$ cat config.mk
export PLATFORM = sky130hd
export DESIGN_NAME = spu_event_counter_flat
export DESIGN_NICKNAME = d
export VERILOG_FILES = /design/src/rtl/spu_event_counter_if.sv /design/src/rtl/spu_event_counter.sv /design/src/flat_wrapper.sv
export SDC_FILE = /design/constraint.sdc
export NUM_CORES = 1
export LEC_CHECK = 0
export BUFFER_PORTS_ARGS = -buffer_cell sky130_fd_sc_hd__clkbuf_2
export CAP_MARGIN = 20
export CORE_UTILIZATION = 49
export CTS_CLUSTER_DIAMETER = 50
export DETAILED_ROUTE_END_ITERATION = 10
export PLACE_DENSITY_LB_ADDON = 0.05
export REMOVE_ABC_BUFFERS = 1
export SLEW_MARGIN = 10
export SYNTH_ARGS = -nofsm -noshare
export SYNTH_HDL_FRONTEND = slang
export SYNTH_SLANG_ARGS = --single-unit
$ cat constraint.sdc
create_clock -name clk_i -period 4 [get_ports clk_i]
set_input_delay 0.4 -clock clk_i [delete_from_list [all_inputs] [get_ports clk_i]]
set_output_delay 0.4 -clock clk_i [all_outputs]
set_load 0.01 [all_outputs]
$ cat src/rtl/spu_event_counter_if.sv
// SPU event/configuration bus between the event unit / SPU core (master) and
// the event counter (slave).
//   e_id      : per-line event pulses
//   e_info    : {priv[1:0], asid}
//   s_id      : source id of the event beat
//   cfg_req   : register access strobe, cfg_we selects write/read
//   cfg_addr  : word address, cfg_wdata: write data
//   cfg_rvalid: read data valid (1 cycle after a read req), cfg_rdata: read data
interface spu_event_counter_if #(
  parameter int unsigned NUM_EVENTS = 4,
  parameter int unsigned ASID_WIDTH = 16
);
  logic [NUM_EVENTS-1:0]   e_id;
  logic [ASID_WIDTH+1:0]   e_info;
  logic                    s_id;
  logic                    cfg_req;
  logic                    cfg_we;
  logic [5:0]              cfg_addr;
  logic [31:0]             cfg_wdata;
  logic                    cfg_rvalid;
  logic [31:0]             cfg_rdata;

  modport master (
    output e_id, e_info, s_id, cfg_req, cfg_we, cfg_addr, cfg_wdata,
    input  cfg_rvalid, cfg_rdata
  );

  modport slave (
    input  e_id, e_info, s_id, cfg_req, cfg_we, cfg_addr, cfg_wdata,
    output cfg_rvalid, cfg_rdata
  );
endinterface

$ cat src/rtl/spu_event_counter.sv
// SPU event counter: receive end of the EVU event interface. One counter per
// event line, gated by enable/privilege/ASID/source filters, with per-line
// thresholds, sticky hit/overflow flags and a level interrupt.
//   clk_i  : clock
//   rst_ni : asynchronous active-low reset
//   bus    : event inputs and single-cycle register port (slave modport)
//   irq_o  : |(hit_sticky & irq_en), registered
// Register map (word address): 0x00 CTRL, 0x01 ASID_MATCH, 0x02 STATUS (W1C),
// 0x10+i COUNT_i, 0x20+i THRESH_i.
module spu_event_counter #(
  parameter int unsigned NUM_EVENTS = 4,
  parameter int unsigned ASID_WIDTH = 16,
  parameter int unsigned CNT_WIDTH  = 32,
  parameter logic        SRC_ID     = 1'b0
) (
  input  logic                 clk_i,
  input  logic                 rst_ni,
  spu_event_counter_if.slave   bus,
  output logic                 irq_o
);

  localparam int unsigned INFO_W = ASID_WIDTH + 2;

  // Stage 1 event capture
  logic [NUM_EVENTS-1:0] e_id_q;
  logic [INFO_W-1:0]     e_info_q;
  logic                  s_id_q;

  // Configuration and state
  logic                  en_q, asid_flt_q, m_en_q, s_en_q, u_en_q;
  logic [NUM_EVENTS-1:0] irq_en_q;
  logic [ASID_WIDTH-1:0] asid_match_q;
  logic [NUM_EVENTS-1:0] hit_q, ovf_q;
  logic [CNT_WIDTH-1:0]  cnt_q [NUM_EVENTS];
  logic [CNT_WIDTH-1:0]  thr_q [NUM_EVENTS];
  logic                  rvalid_q;
  logic [31:0]           rdata_q;
  logic                  irq_q;

  // Combinational decode
  logic                  wr, rd, clr_all, accept, priv_ok;
  logic [1:0]            priv;
  logic [ASID_WIDTH-1:0] asid;
  logic [NUM_EVENTS-1:0] inc, hit_set, ovf_set, cnt_wr, thr_wr;
  logic [NUM_EVENTS-1:0] hit_w1c, ovf_w1c;
  logic [CNT_WIDTH-1:0]  cnt_inc [NUM_EVENTS];
  logic [31:0]           rd_data;
  logic                  unused_wdata;

  assign unused_wdata = ^bus.cfg_wdata;

  always_comb begin
    wr      = bus.cfg_req & bus.cfg_we;
    rd      = bus.cfg_req & ~bus.cfg_we;
    clr_all = wr & (bus.cfg_addr == 6'h00) & bus.cfg_wdata[5];
    priv    = e_info_q[INFO_W-1 -: 2];
    asid    = e_info_q[ASID_WIDTH-1:0];
    priv_ok = ((priv == 2'b01) & m_en_q) |
              ((priv == 2'b10) & s_en_q) |
              ((priv == 2'b11) & u_en_q);
    accept  = en_q & (s_id_q == SRC_ID) & priv_ok &
              (~asid_flt_q | (asid == asid_match_q));

    hit_w1c = '0;
    ovf_w1c = '0;
    if (wr && bus.cfg_addr == 6'h02) begin
      hit_w1c = bus.cfg_wdata[NUM_EVENTS-1:0];
      ovf_w1c = bus.cfg_wdata[16 +: NUM_EVENTS];
    end

    inc     = '0;
    hit_set = '0;
    ovf_set = '0;
    cnt_wr  = '0;
    thr_wr  = '0;
    for (int unsigned i = 0; i < NUM_EVENTS; i++) begin
      cnt_inc[i] = cnt_q[i] + CNT_WIDTH'(1);
      inc[i]     = accept & e_id_q[i];
      hit_set[i] = inc[i] & (thr_q[i] != '0) & (cnt_inc[i] == thr_q[i]);
      ovf_set[i] = inc[i] & (cnt_q[i] == '1);
      cnt_wr[i]  = wr & (bus.cfg_addr[5:4] == 2'b01) & (bus.cfg_addr[3:0] == 4'(i));
      thr_wr[i]  = wr & (bus.cfg_addr[5:4] == 2'b10) & (bus.cfg_addr[3:0] == 4'(i));
    end

    // Read mux sees only registered state, so a same-cycle increment or
    // write is not reflected.
    rd_data = '0;
    case (bus.cfg_addr)
      6'h00: begin
        rd_data[0] = en_q;
        rd_data[1] = asid_flt_q;
        rd_data[2] = m_en_q;
        rd_data[3] = s_en_q;
        rd_data[4] = u_en_q;
        rd_data[16 +: NUM_EVENTS] = irq_en_q;
      end
      6'h01: rd_data[ASID_WIDTH-1:0] = asid_match_q;
      6'h02: begin
        rd_data[NUM_EVENTS-1:0]   = hit_q;
        rd_data[16 +: NUM_EVENTS] = ovf_q;
      end
      default: begin
        for (int unsigned i = 0; i < NUM_EVENTS; i++) begin
          if (bus.cfg_addr == {2'b01, 4'(i)}) rd_data[CNT_WIDTH-1:0] = cnt_q[i];
          if (bus.cfg_addr == {2'b10, 4'(i)}) rd_data[CNT_WIDTH-1:0] = thr_q[i];
        end
      end
    endcase
  end

  always_ff @(posedge clk_i or negedge rst_ni) begin
    if (!rst_ni) begin
      e_id_q       <= '0;
      e_info_q     <= '0;
      s_id_q       <= 1'b0;
      en_q         <= 1'b0;
      asid_flt_q   <= 1'b0;
      m_en_q       <= 1'b0;
      s_en_q       <= 1'b0;
      u_en_q       <= 1'b0;
      irq_en_q     <= '0;
      asid_match_q <= '0;
      hit_q        <= '0;
      ovf_q        <= '0;
      rvalid_q     <= 1'b0;
      rdata_q      <= '0;
      irq_q        <= 1'b0;
      for (int unsigned i = 0; i < NUM_EVENTS; i++) begin
        cnt_q[i] <= '0;
        thr_q[i] <= '0;
      end
    end else begin
      e_id_q   <= bus.e_id;
      e_info_q <= bus.e_info;
      s_id_q   <= bus.s_id;

      if (wr && bus.cfg_addr == 6'h00) begin
        en_q       <= bus.cfg_wdata[0];
        asid_flt_q <= bus.cfg_wdata[1];
        m_en_q     <= bus.cfg_wdata[2];
        s_en_q     <= bus.cfg_wdata[3];
        u_en_q     <= bus.cfg_wdata[4];
        irq_en_q   <= bus.cfg_wdata[16 +: NUM_EVENTS];
      end
      if (wr && bus.cfg_addr == 6'h01) asid_match_q <= bus.cfg_wdata[ASID_WIDTH-1:0];

      // clr_all beats everything; otherwise a flag set beats its W1C.
      if (clr_all) begin
        hit_q <= '0;
        ovf_q <= '0;
      end else begin
        hit_q <= (hit_q & ~hit_w1c) | hit_set;
        ovf_q <= (ovf_q & ~ovf_w1c) | ovf_set;
      end

      for (int unsigned i = 0; i < NUM_EVENTS; i++) begin
        if (clr_all)        cnt_q[i] <= '0;
        else if (cnt_wr[i]) cnt_q[i] <= bus.cfg_wdata[CNT_WIDTH-1:0];
        else if (inc[i])    cnt_q[i] <= cnt_inc[i];
        if (thr_wr[i])      thr_q[i] <= bus.cfg_wdata[CNT_WIDTH-1:0];
      end

      rvalid_q <= rd;
      rdata_q  <= rd ? rd_data : '0;
      irq_q    <= |(hit_q & irq_en_q);
    end
  end

  assign bus.cfg_rvalid = rvalid_q;
  assign bus.cfg_rdata  = rdata_q;
  assign irq_o          = irq_q;

endmodule

$ cat src/flat_wrapper.sv
// flat-port wrapper written by rule: the top's interface ports become plain ports
module spu_event_counter_flat 
#(
  parameter int unsigned NUM_EVENTS = 4,
  parameter int unsigned ASID_WIDTH = 16,
  parameter int unsigned CNT_WIDTH  = 32,
  parameter logic        SRC_ID     = 1'b0
)
  (clk_i, rst_ni, irq_o, bus_e_id, bus_e_info, bus_s_id, bus_cfg_req, bus_cfg_we, bus_cfg_addr, bus_cfg_wdata, bus_cfg_rvalid, bus_cfg_rdata);
  spu_event_counter_if #(.NUM_EVENTS(NUM_EVENTS), .ASID_WIDTH(ASID_WIDTH)) bus_i ();
  input  logic clk_i;
  input  logic rst_ni;
  output logic irq_o;
  input wire logic [$bits(bus_i.e_id)-1:0] bus_e_id;
  input wire logic [$bits(bus_i.e_info)-1:0] bus_e_info;
  input wire logic [$bits(bus_i.s_id)-1:0] bus_s_id;
  input wire logic [$bits(bus_i.cfg_req)-1:0] bus_cfg_req;
  input wire logic [$bits(bus_i.cfg_we)-1:0] bus_cfg_we;
  input wire logic [$bits(bus_i.cfg_addr)-1:0] bus_cfg_addr;
  input wire logic [$bits(bus_i.cfg_wdata)-1:0] bus_cfg_wdata;
  output wire logic [$bits(bus_i.cfg_rvalid)-1:0] bus_cfg_rvalid;
  output wire logic [$bits(bus_i.cfg_rdata)-1:0] bus_cfg_rdata;
  assign bus_i.e_id = bus_e_id;
  assign bus_i.e_info = bus_e_info;
  assign bus_i.s_id = bus_s_id;
  assign bus_i.cfg_req = bus_cfg_req;
  assign bus_i.cfg_we = bus_cfg_we;
  assign bus_i.cfg_addr = bus_cfg_addr;
  assign bus_i.cfg_wdata = bus_cfg_wdata;
  assign bus_cfg_rvalid = bus_i.cfg_rvalid;
  assign bus_cfg_rdata = bus_i.cfg_rdata;
  spu_event_counter #(.NUM_EVENTS(NUM_EVENTS), .ASID_WIDTH(ASID_WIDTH), .CNT_WIDTH(CNT_WIDTH), .SRC_ID(SRC_ID)) u_core (.clk_i(clk_i), .rst_ni(rst_ni), .bus(bus_i), .irq_o(irq_o));
endmodule
==> impl_metrics.csv, run 1 <==
group,metric,value,unit
clock_tree,clkLatencyLatePin,0.59,ns
placement,dpl.hpwl,58230,um
synth,ys_seq_area_share,41.19,%
clock_tree,cts_sinks,346,
routing,via_count,18490,
power_and_ir_drop,p_comb_share,24.3,%
power_and_ir_drop,switching_share,34.52,%
routing,drc_errors,0,
synth,synth_seq_cells,346,
sta,rsz0062_at_grt,"no",
routing,wl_per_cell,27.78,um
synth,syn_area_per_cell,9.434,um^2
synth,synth_ff_type,"dfrtp_1",
final_layout,synthToLayoutAreaGrowth,13.99,%
synth,synth_cells,2228,
grt,grt_pass1_vias,17800,
sta,period_share,84.39,%
power_and_ir_drop,powerDensity,500.3,mW/mm^2
sta,worst_pin_slew,1.065,ns
grt,grt_usage,36.74,%
power_and_ir_drop,power_frac_seq,38.3,%
setup_path,arrival,3.88,ns
sta,whs,0.2443,ns
grt,grt_max_degree,115,
placement,place.gp.congestion,0.9707,
die,start_util,49.89,%
synth,synth_warnings,0,
die,die_w,209.1,um
setup_path,worstPathMaxFanout,6,
routing,first_pass_iters,8,
routing,routed_wl,79330,um
setup_path,cp.required,4.51,ns
final_layout,fin_area,0.02396,mm^2
sta,slew_violations,0,
setup_path,crit_path_end_kind,"flop",
clock_tree,numCtsBuffers,48,
power_and_ir_drop,power_leakage,9.824,nW
run,drv_cap,0,
sta,fin_crit,3.376,ns
sta,setup_viol,0,
sta,slew_headroom,29.02,%
placement,port_buffers,98,
routing,viasPerCell,6.474,
min_path,min_path_type,"in -> reg",
status,outcome,"finished, final reports clean",
placement,placed_area,0.02205,mm^2
sta,skew,0.01408,ns
die,dieArea,0.04373,mm^2
die,ios,99,
synth,synth-edff-count,0,
power_and_ir_drop,p_sw,4.139,mW
sta,setup_ws,0.6244,ns
clock_tree,tritoncts,"done",
clock_tree,h-tree-depth,2,
power_and_ir_drop,p_clk_share,37.3,%
die,core_area,0.04213,mm^2
sta,setup_tns,0,ns
final_layout,fillers,3771,
clock_tree,clk_pin_slew,0.06,ns
routing,drt_first_iter_violations,2056,
clock_tree,root_buffer,"clkbuf_16",
grt,grt_overflow_total,0,
die,rows,75,
power_and_ir_drop,internal-power,7.849,mW
clock_tree,cts_max_path_buffers,3,
sta,hold_viol,0,
grt,grt_antenna_before_repair,3,
synth,synth_cell_type_count,74,
final_layout,finish.utilization,56.87,%
synth,synthArstFlopShare,100.0,%
sta,clock.fmax,0.2962,GHz
grt,grt_first_pass_wirelength,118300,um
synth,syn_area,0.02102,mm^2
final_layout,final_net_count,2348,
setup_path,startpoint_type,"flop",
die,die_height,209.1,um
placement,dp_slack,0.7091,ns
setup_path,crit_type,"reg -> reg",
routing,ant_nets,0,
power_and_ir_drop,ir_worst_vdd,0.0003674,V
final_layout,drive_gt1_share,18.61,%
## logic make-up after synthesis
group / share of synthesized area, %
XOR/XNOR: 13.63
AO/OA/AOI/OAI: 15.24
adder cells (fa/ha/maj): 0.2381
multiplexers: 8.929
flip-flops: 41.19
AND/OR/NAND/NOR: 16.99
buffers and inverters: 3.786
## cell type report
type / count / area (um^2) / area share, %
well taps: 539 / 674.4 / 2.815
diodes: 1 / 2.502 / 0.01044
clock inverters: 25 / 337.8 / 1.410
inverters: 16 / 60.06 / 0.2507
repair buffers: 187 / 1291 / 5.389
flip-flops and latches: 346 / 8658 / 36.14
multi-input cells: 1680 / 11610 / 48.46
clock buffers: 62 / 1325 / 5.530
## cell usage after synthesis, types with 5 or more instances
master	number	area [um^2]
nand3_1	76	380.4
a21oi_1	129	645.6
o211ai_1	7	52.55
o2111ai_1	5	43.79
xor2_1	114	998.5
inv_1	16	60.06
xnor2_1	213	1866
or4_1	10	75.07
mux2_2	156	1757
nand2b_1	6	37.54
or3_1	8	50.05
and2_1	14	87.58
nor2b_1	6	37.54
a31oi_1	23	143.9
nand3b_1	8	60.06
a211oi_1	74	555.5
nand4_1	68	425.4
buf_2	12	60.06
buf_1	26	97.59
a222oi_1	31	310.3
nor3_1	44	220.2
nor2_1	162	608.1
and4_1	17	148.9
a221oi_1	10	87.58
mux2i_1	12	120.1
dfrtp_1	346	8658
o21ai_1	7	35.03
clkbuf_1	143	536.8
nor4_1	58	362.9
nor3b_1	5	37.54
o21ai_0	108	540.5
o22ai_1	13	81.33
nand2_1	142	533.0
and3_1	33	206.5
a22oi_1	53	397.9
## routing by layer
| metal | GRT usage (%) | vias up | wire [um] |
|---|---|---|---|
| met4 | 14.83 | 4 | 3309 |
| met3 | 5.981 | 179 | 5753 |
| met5 | 0 | - | 24 |
| met1 | 51.11 | 9242 | 34190 |
| met2 | 57.07 | 807 | 36050 |
| li1 | - | 8259 | - |
## state kept, by name, summed over array words and instances (netlist names), 16 cells and up
register,count
u_core.asid_match_q,16
u_core.e_info_q,18
u_core.thr_q,128
u_core.bus.cfg_rdata,32
u_core.cnt_q,128
## timing repair
item,4_1_cts,5_1_grt
hold endpoints to repair,132,0
endpoints found under the setup margin,0,0
hold buffers,24,0
setup buffers,0,0
resized for setup,0,0
## power groups by stage
stage	logic, mW	registers (mW)	clock network (mW)
3_5_place_dp	2.82	4.63	0
6_report	2.92	4.60	4.48
2_1_floorplan	2.00	4.37	0
4_1_cts	2.86	4.57	4.54
5_1_grt	3.17	4.64	4.68
3_3_place_gp	2.80	4.62	0
## worst max-delay path, cell delays in order (launching register included)
cell       delay, ns
dfrtp_1         0.45
ha_1            0.30
nand4_2         0.20
or4_1           0.65
nor3_2          0.29
xnor2_1         0.12
a2111oi_1       0.49
o211ai_1        0.17
or4_1           0.49
o21ai_1         0.13
## placed cells by master, fill, tap and decap left out, types with 74 or more instances in the layout
cell type and n:
a21oi_1 129, clkbuf_2 97, xor2_1 114, nand2_1 138, nand3_1 75, nor2_1 157, a211oi_1 74, mux2_2 156
dfrtp_1 346, xnor2_1 213, o21ai_0 108
## path summary, 6_finish.rpt
path                                   start                to  slack [ns]  cells after the start
max                         u_core.cnt_q[96]   u_core.hit_q[0]        0.62                      9
min                        bus_cfg_wdata[31]  u_core.cnt_q[31]        0.24                      3
max reg2reg                 u_core.cnt_q[96]   u_core.hit_q[0]        0.62                      9
min reg2reg                  u_core.ovf_q[3]   u_core.ovf_q[3]        0.53                      2
max in group asynchronous             rst_ni   u_core.thr_q[7]        2.53                      3
min in group asynchronous             rst_ni  u_core.thr_q[90]        0.48                      2
## stage by stage
step	instances	power (mW)
6_report	2856	11.99
5_1_grt	2856	12.49
4_1_cts	2855	11.97
3_5_place_dp	2744	7.447
3_3_place_gp	2744	7.421
2_1_floorplan	2042	6.368
Power figures use the tool's default switching activity.
==> run 2, diff against run 1 <==
- ABC_AREA: not set -> 1
- clock period: 4 -> 3.1 ns (I/O delays scaled with it)
==> run 2 against run 1 <==
Die area rose by 3.9%. Flip-flop and latch count did not move. Clock skew rose by 0.0032 ns. Core utilization rose by 0.34 points. Worst hold slack got worse by 0.21 ns. Combinational power rose by 33%. Sequential share of layout area fell by 1.8 points. Power rose by 32%. Sequential power rose by 33%. Non-clock buffer count rose by 3. Critical path type unchanged.
==> impl_metrics.csv, run 2 <==
group,metric,value,unit
clock_tree,tritoncts,"done",
grt,grt_usage,41.58,%
grt,grt_max_degree,70,
grt,grt_util_met2,59.80,%
setup_path,cp.required,3.61,ns
status,outcome,"finished, final reports clean",
grt,grt_first_pass_wirelength,138400,um
sta,worst_pin_slew,0.9448,ns
sta,slew_violations,0,
sta,clock.fmax,0.3357,GHz
clock_tree,clk_pin_slew,0.06,ns
grt,met3_usage,7.839,%
power_and_ir_drop,p_total,15.87,mW
setup_path,startpoint_type,"flop",
die,die_w,213.2,um
synth,synthArstFlopShare,100.0,%
final_layout,drive_gt1_share,8.903,%
setup_path,worstReg2RegEnd,"u_core.hit_q[3]",
setup_path,arrival,3.49,ns
setup_path,worstPathMaxFanout,5,
sta,hold_viol,0,
routing,routed_wl,93570,um
die,ios,99,
min_path,min_from,"bus_cfg_wdata[5]",
clock_tree,cts_sinks,346,
clock_tree,cts_max_path_buffers,3,
synth,yosysMostFrequentCell,"nand2_1",
power_and_ir_drop,switching_share,36.31,%
sta,setup_viol,0,
power_and_ir_drop,powerDensity,628.5,mW/mm^2
synth,synth_seq_cells,346,
power_and_ir_drop,p_comb_share,24.4,%
synth,synth_area_leaders,"dfrtp_1 (40%), nand2_1 (19%), o21ai_0 (8.1%)",
grt,grt_overflow_total,0,
placement,dpl.hpwl,71230,um
final_layout,layout_commonest_cell,"nand2_1",
grt,use_met1,60.18,%
setup_path,ff2ff_path_depth,15,
die,rows,77,
routing,ant_nets,0,
clock_tree,h-tree-depth,2,
min_path,min_path_cells,3,
clock_tree,numCtsBuffers,49,
synth,synth_common_cells,"nand2_1 (1,081), o21ai_0 (354), dfrtp_1 (346)",
setup_path,r2r-start,"u_core.cnt_q[0]",
sta,slew_headroom,36.86,%
grt,grt_antenna_before_repair,2,
clock_tree,post_cts_buffers,0,
final_layout,final_net_count,3424,
placement,port_buffers,98,
min_path,min_path_type,"in -> reg",
synth,ys_seq_area_share,39.62,%
synth,synth_top_area_cell,"dfrtp_1",
synth,synth_ff_type,"dfrtp_1",
routing,wl_per_cell,23.48,um
power_and_ir_drop,ir_worst_vdd,0.0004849,V
setup_path,r2r_setup_slack,0.12,ns
power_and_ir_drop,power_leakage,11.56,nW
synth,synth_warnings,0,
synth,syn_area,0.02185,mm^2
routing,via_count,24280,
sta,skew,0.01725,ns
die,core_area,0.04412,mm^2
power_and_ir_drop,power_frac_seq,38.4,%
synth,synth_cells,3226,
routing,drc_errors,0,
routing,drt_first_iter_violations,3375,
routing,viasPerCell,6.092,
die,die_height,213.2,um
die,start_util,49.53,%
clock_tree,root_buffer,"clkbuf_16",
run,drv_cap,0,
sta,whs,0.03456,ns
grt,grt.busiest_layer,"met1",
synth,synth_top_area_share,39.62,%
sta,fin_crit,2.979,ns
power_and_ir_drop,p_sw,5.760,mW
power_and_ir_drop,p_clk_share,37.2,%
setup_path,crit_path_end_kind,"flop",
final_layout,synthToLayoutAreaGrowth,15.51,%
setup_path,crit_type,"reg -> reg",
sta,period_share,96.10,%
routing,first_pass_iters,6,
power_and_ir_drop,internal-power,10.11,mW
min_path,whs_endpoint,"u_core.cnt_q[101]",
synth,synth_cell_type_count,43,
synth,syn_area_per_cell,6.775,um^2
die,dieArea,0.04545,mm^2
synth,synth-edff-count,0,
placement,place.gp.congestion,1.083,
grt,grt_pass1_vias,22140,
final_layout,layout_common_cells,"nand2_1 (1,074), o21ai_0 (354), dfrtp_1 (346)",
clock_tree,clkLatencyLatePin,0.60,ns
-- run 2: changes by cell type in the layout (fill, tap and decap cells not counted), moves of 44 or more --
cell | before | now
mux2_2 | 156 | 0
inv_1 | 16 | 314
xor2_1 | 114 | 37
o21ai_0 | 108 | 354
nor2_1 | 157 | 306
xnor2_1 | 213 | 17
o2111ai_1 | 5 | 49
a211oi_1 | 74 | 0
nand3_1 | 75 | 180
nand2_1 | 138 | 1074
o22ai_1 | 13 | 72
-- run 2: power groups by stage --
stage	Sequential, mW	Combinational [mW]	Clock [mW]
2_1_floorplan	5.79	2.64	0
5_1_grt	6.16	4.35	6.09
4_1_cts	6.04	3.74	5.91
3_5_place_dp	6.10	3.68	0
3_3_place_gp	6.10	3.63	0
6_report	6.10	3.87	5.90
-- run 2: cell families (layout without fill, tap and decap cells) --
group / count (synthesis) / in the layout / share of synthesized area, %
flops: 346 / 346 / 39.62
xor+xnor: 55 / 55 / 2.267
compound gates: 675 / 675 / 17.74
buf+inv: 435 / 601 / 7.838
simple gates: 1711 / 1711 / 32.31
fa+ha+maj: 4 / 4 / 0.2290
other cells: 0 / 1 / 0
-- run 2: worst max-delay path, cell delays in order, from the launching register on --
cell and delay [ns]:
dfrtp_1 0.47, ha_4 0.23, nand2_1 0.16, nor2_4 0.24
nand2_2 0.21, nor2_4 0.22, nand3_1 0.10, nand2_1 0.12
inv_1 0.08, nand2_1 0.06, nand2_1 0.08, nor2_1 0.12
nand2_1 0.08, nor2_2 0.21, nand4_1 0.29, a21oi_1 0.23
-- run 2: how the worst max path moves through the flow --
stage,to,cells past startpoint,slack (ns),from
2_1_floorplan,u_core.cnt_q[16],11,-0.44,bus_cfg_addr[3]
3_3_place_gp,u_core.hit_q[3],15,-0.38,u_core.cnt_q[1]
3_5_place_dp,u_core.hit_q[3],15,-0.39,u_core.cnt_q[1]
4_1_cts,u_core.hit_q[3],15,0.004,u_core.cnt_q[1]
5_1_grt,u_core.hit_q[1],15,-0.003,u_core.cnt_q[64]
6_report,u_core.hit_q[3],15,0.12,u_core.cnt_q[0]
-- run 2: per-stage QoR --
stage | utilization, % | TNS, ns | setup WS (ns) | std cells | instance area, um^2
after floorplan | - | -10.80 | -0.4377 | 3114 | 21350
after global placement | 52.57 | -0.3792 | -0.3792 | 3870 | 23200
after detailed placement | 52.57 | -0.3876 | -0.3856 | 3870 | 23200
after CTS | 56.97 | 0 | 0.004347 | 3983 | 25140
after global routing | 57.21 | -0.003474 | -0.003078 | 3984 | 25240
final | 57.21 | 0 | 0.1210 | 3985 | 25240
-- run 2: what timing repair did --
action,4_1_cts,5_1_grt
pin swaps,0,1
gates resized for setup,5,22
cloned,0,0
hold endpoints to repair,88,0
hold buffers,25,0
endpoints found under the setup margin,2,3
-- run 2: routing by layer --
metal / up-vias / part of all wire (%)
li1: 10930 / -
met1: 11510 / 42
met2: 1569 / 41
met3: 262 / 11
met4: 2 / 5.1
met5: - / 0.012
-- run 2: final cells by class --
type / count / area, um^2
flip-flops and latches: 346 / 8658
multi-input cells: 2445 / 11590
well taps: 592 / 740.7
diodes: 1 / 2.502
inverters: 323 / 1212
fillers: 4353 / 18880
clock buffers: 61 / 1331
clock inverters: 27 / 344.1
repair buffers: 190 / 1361
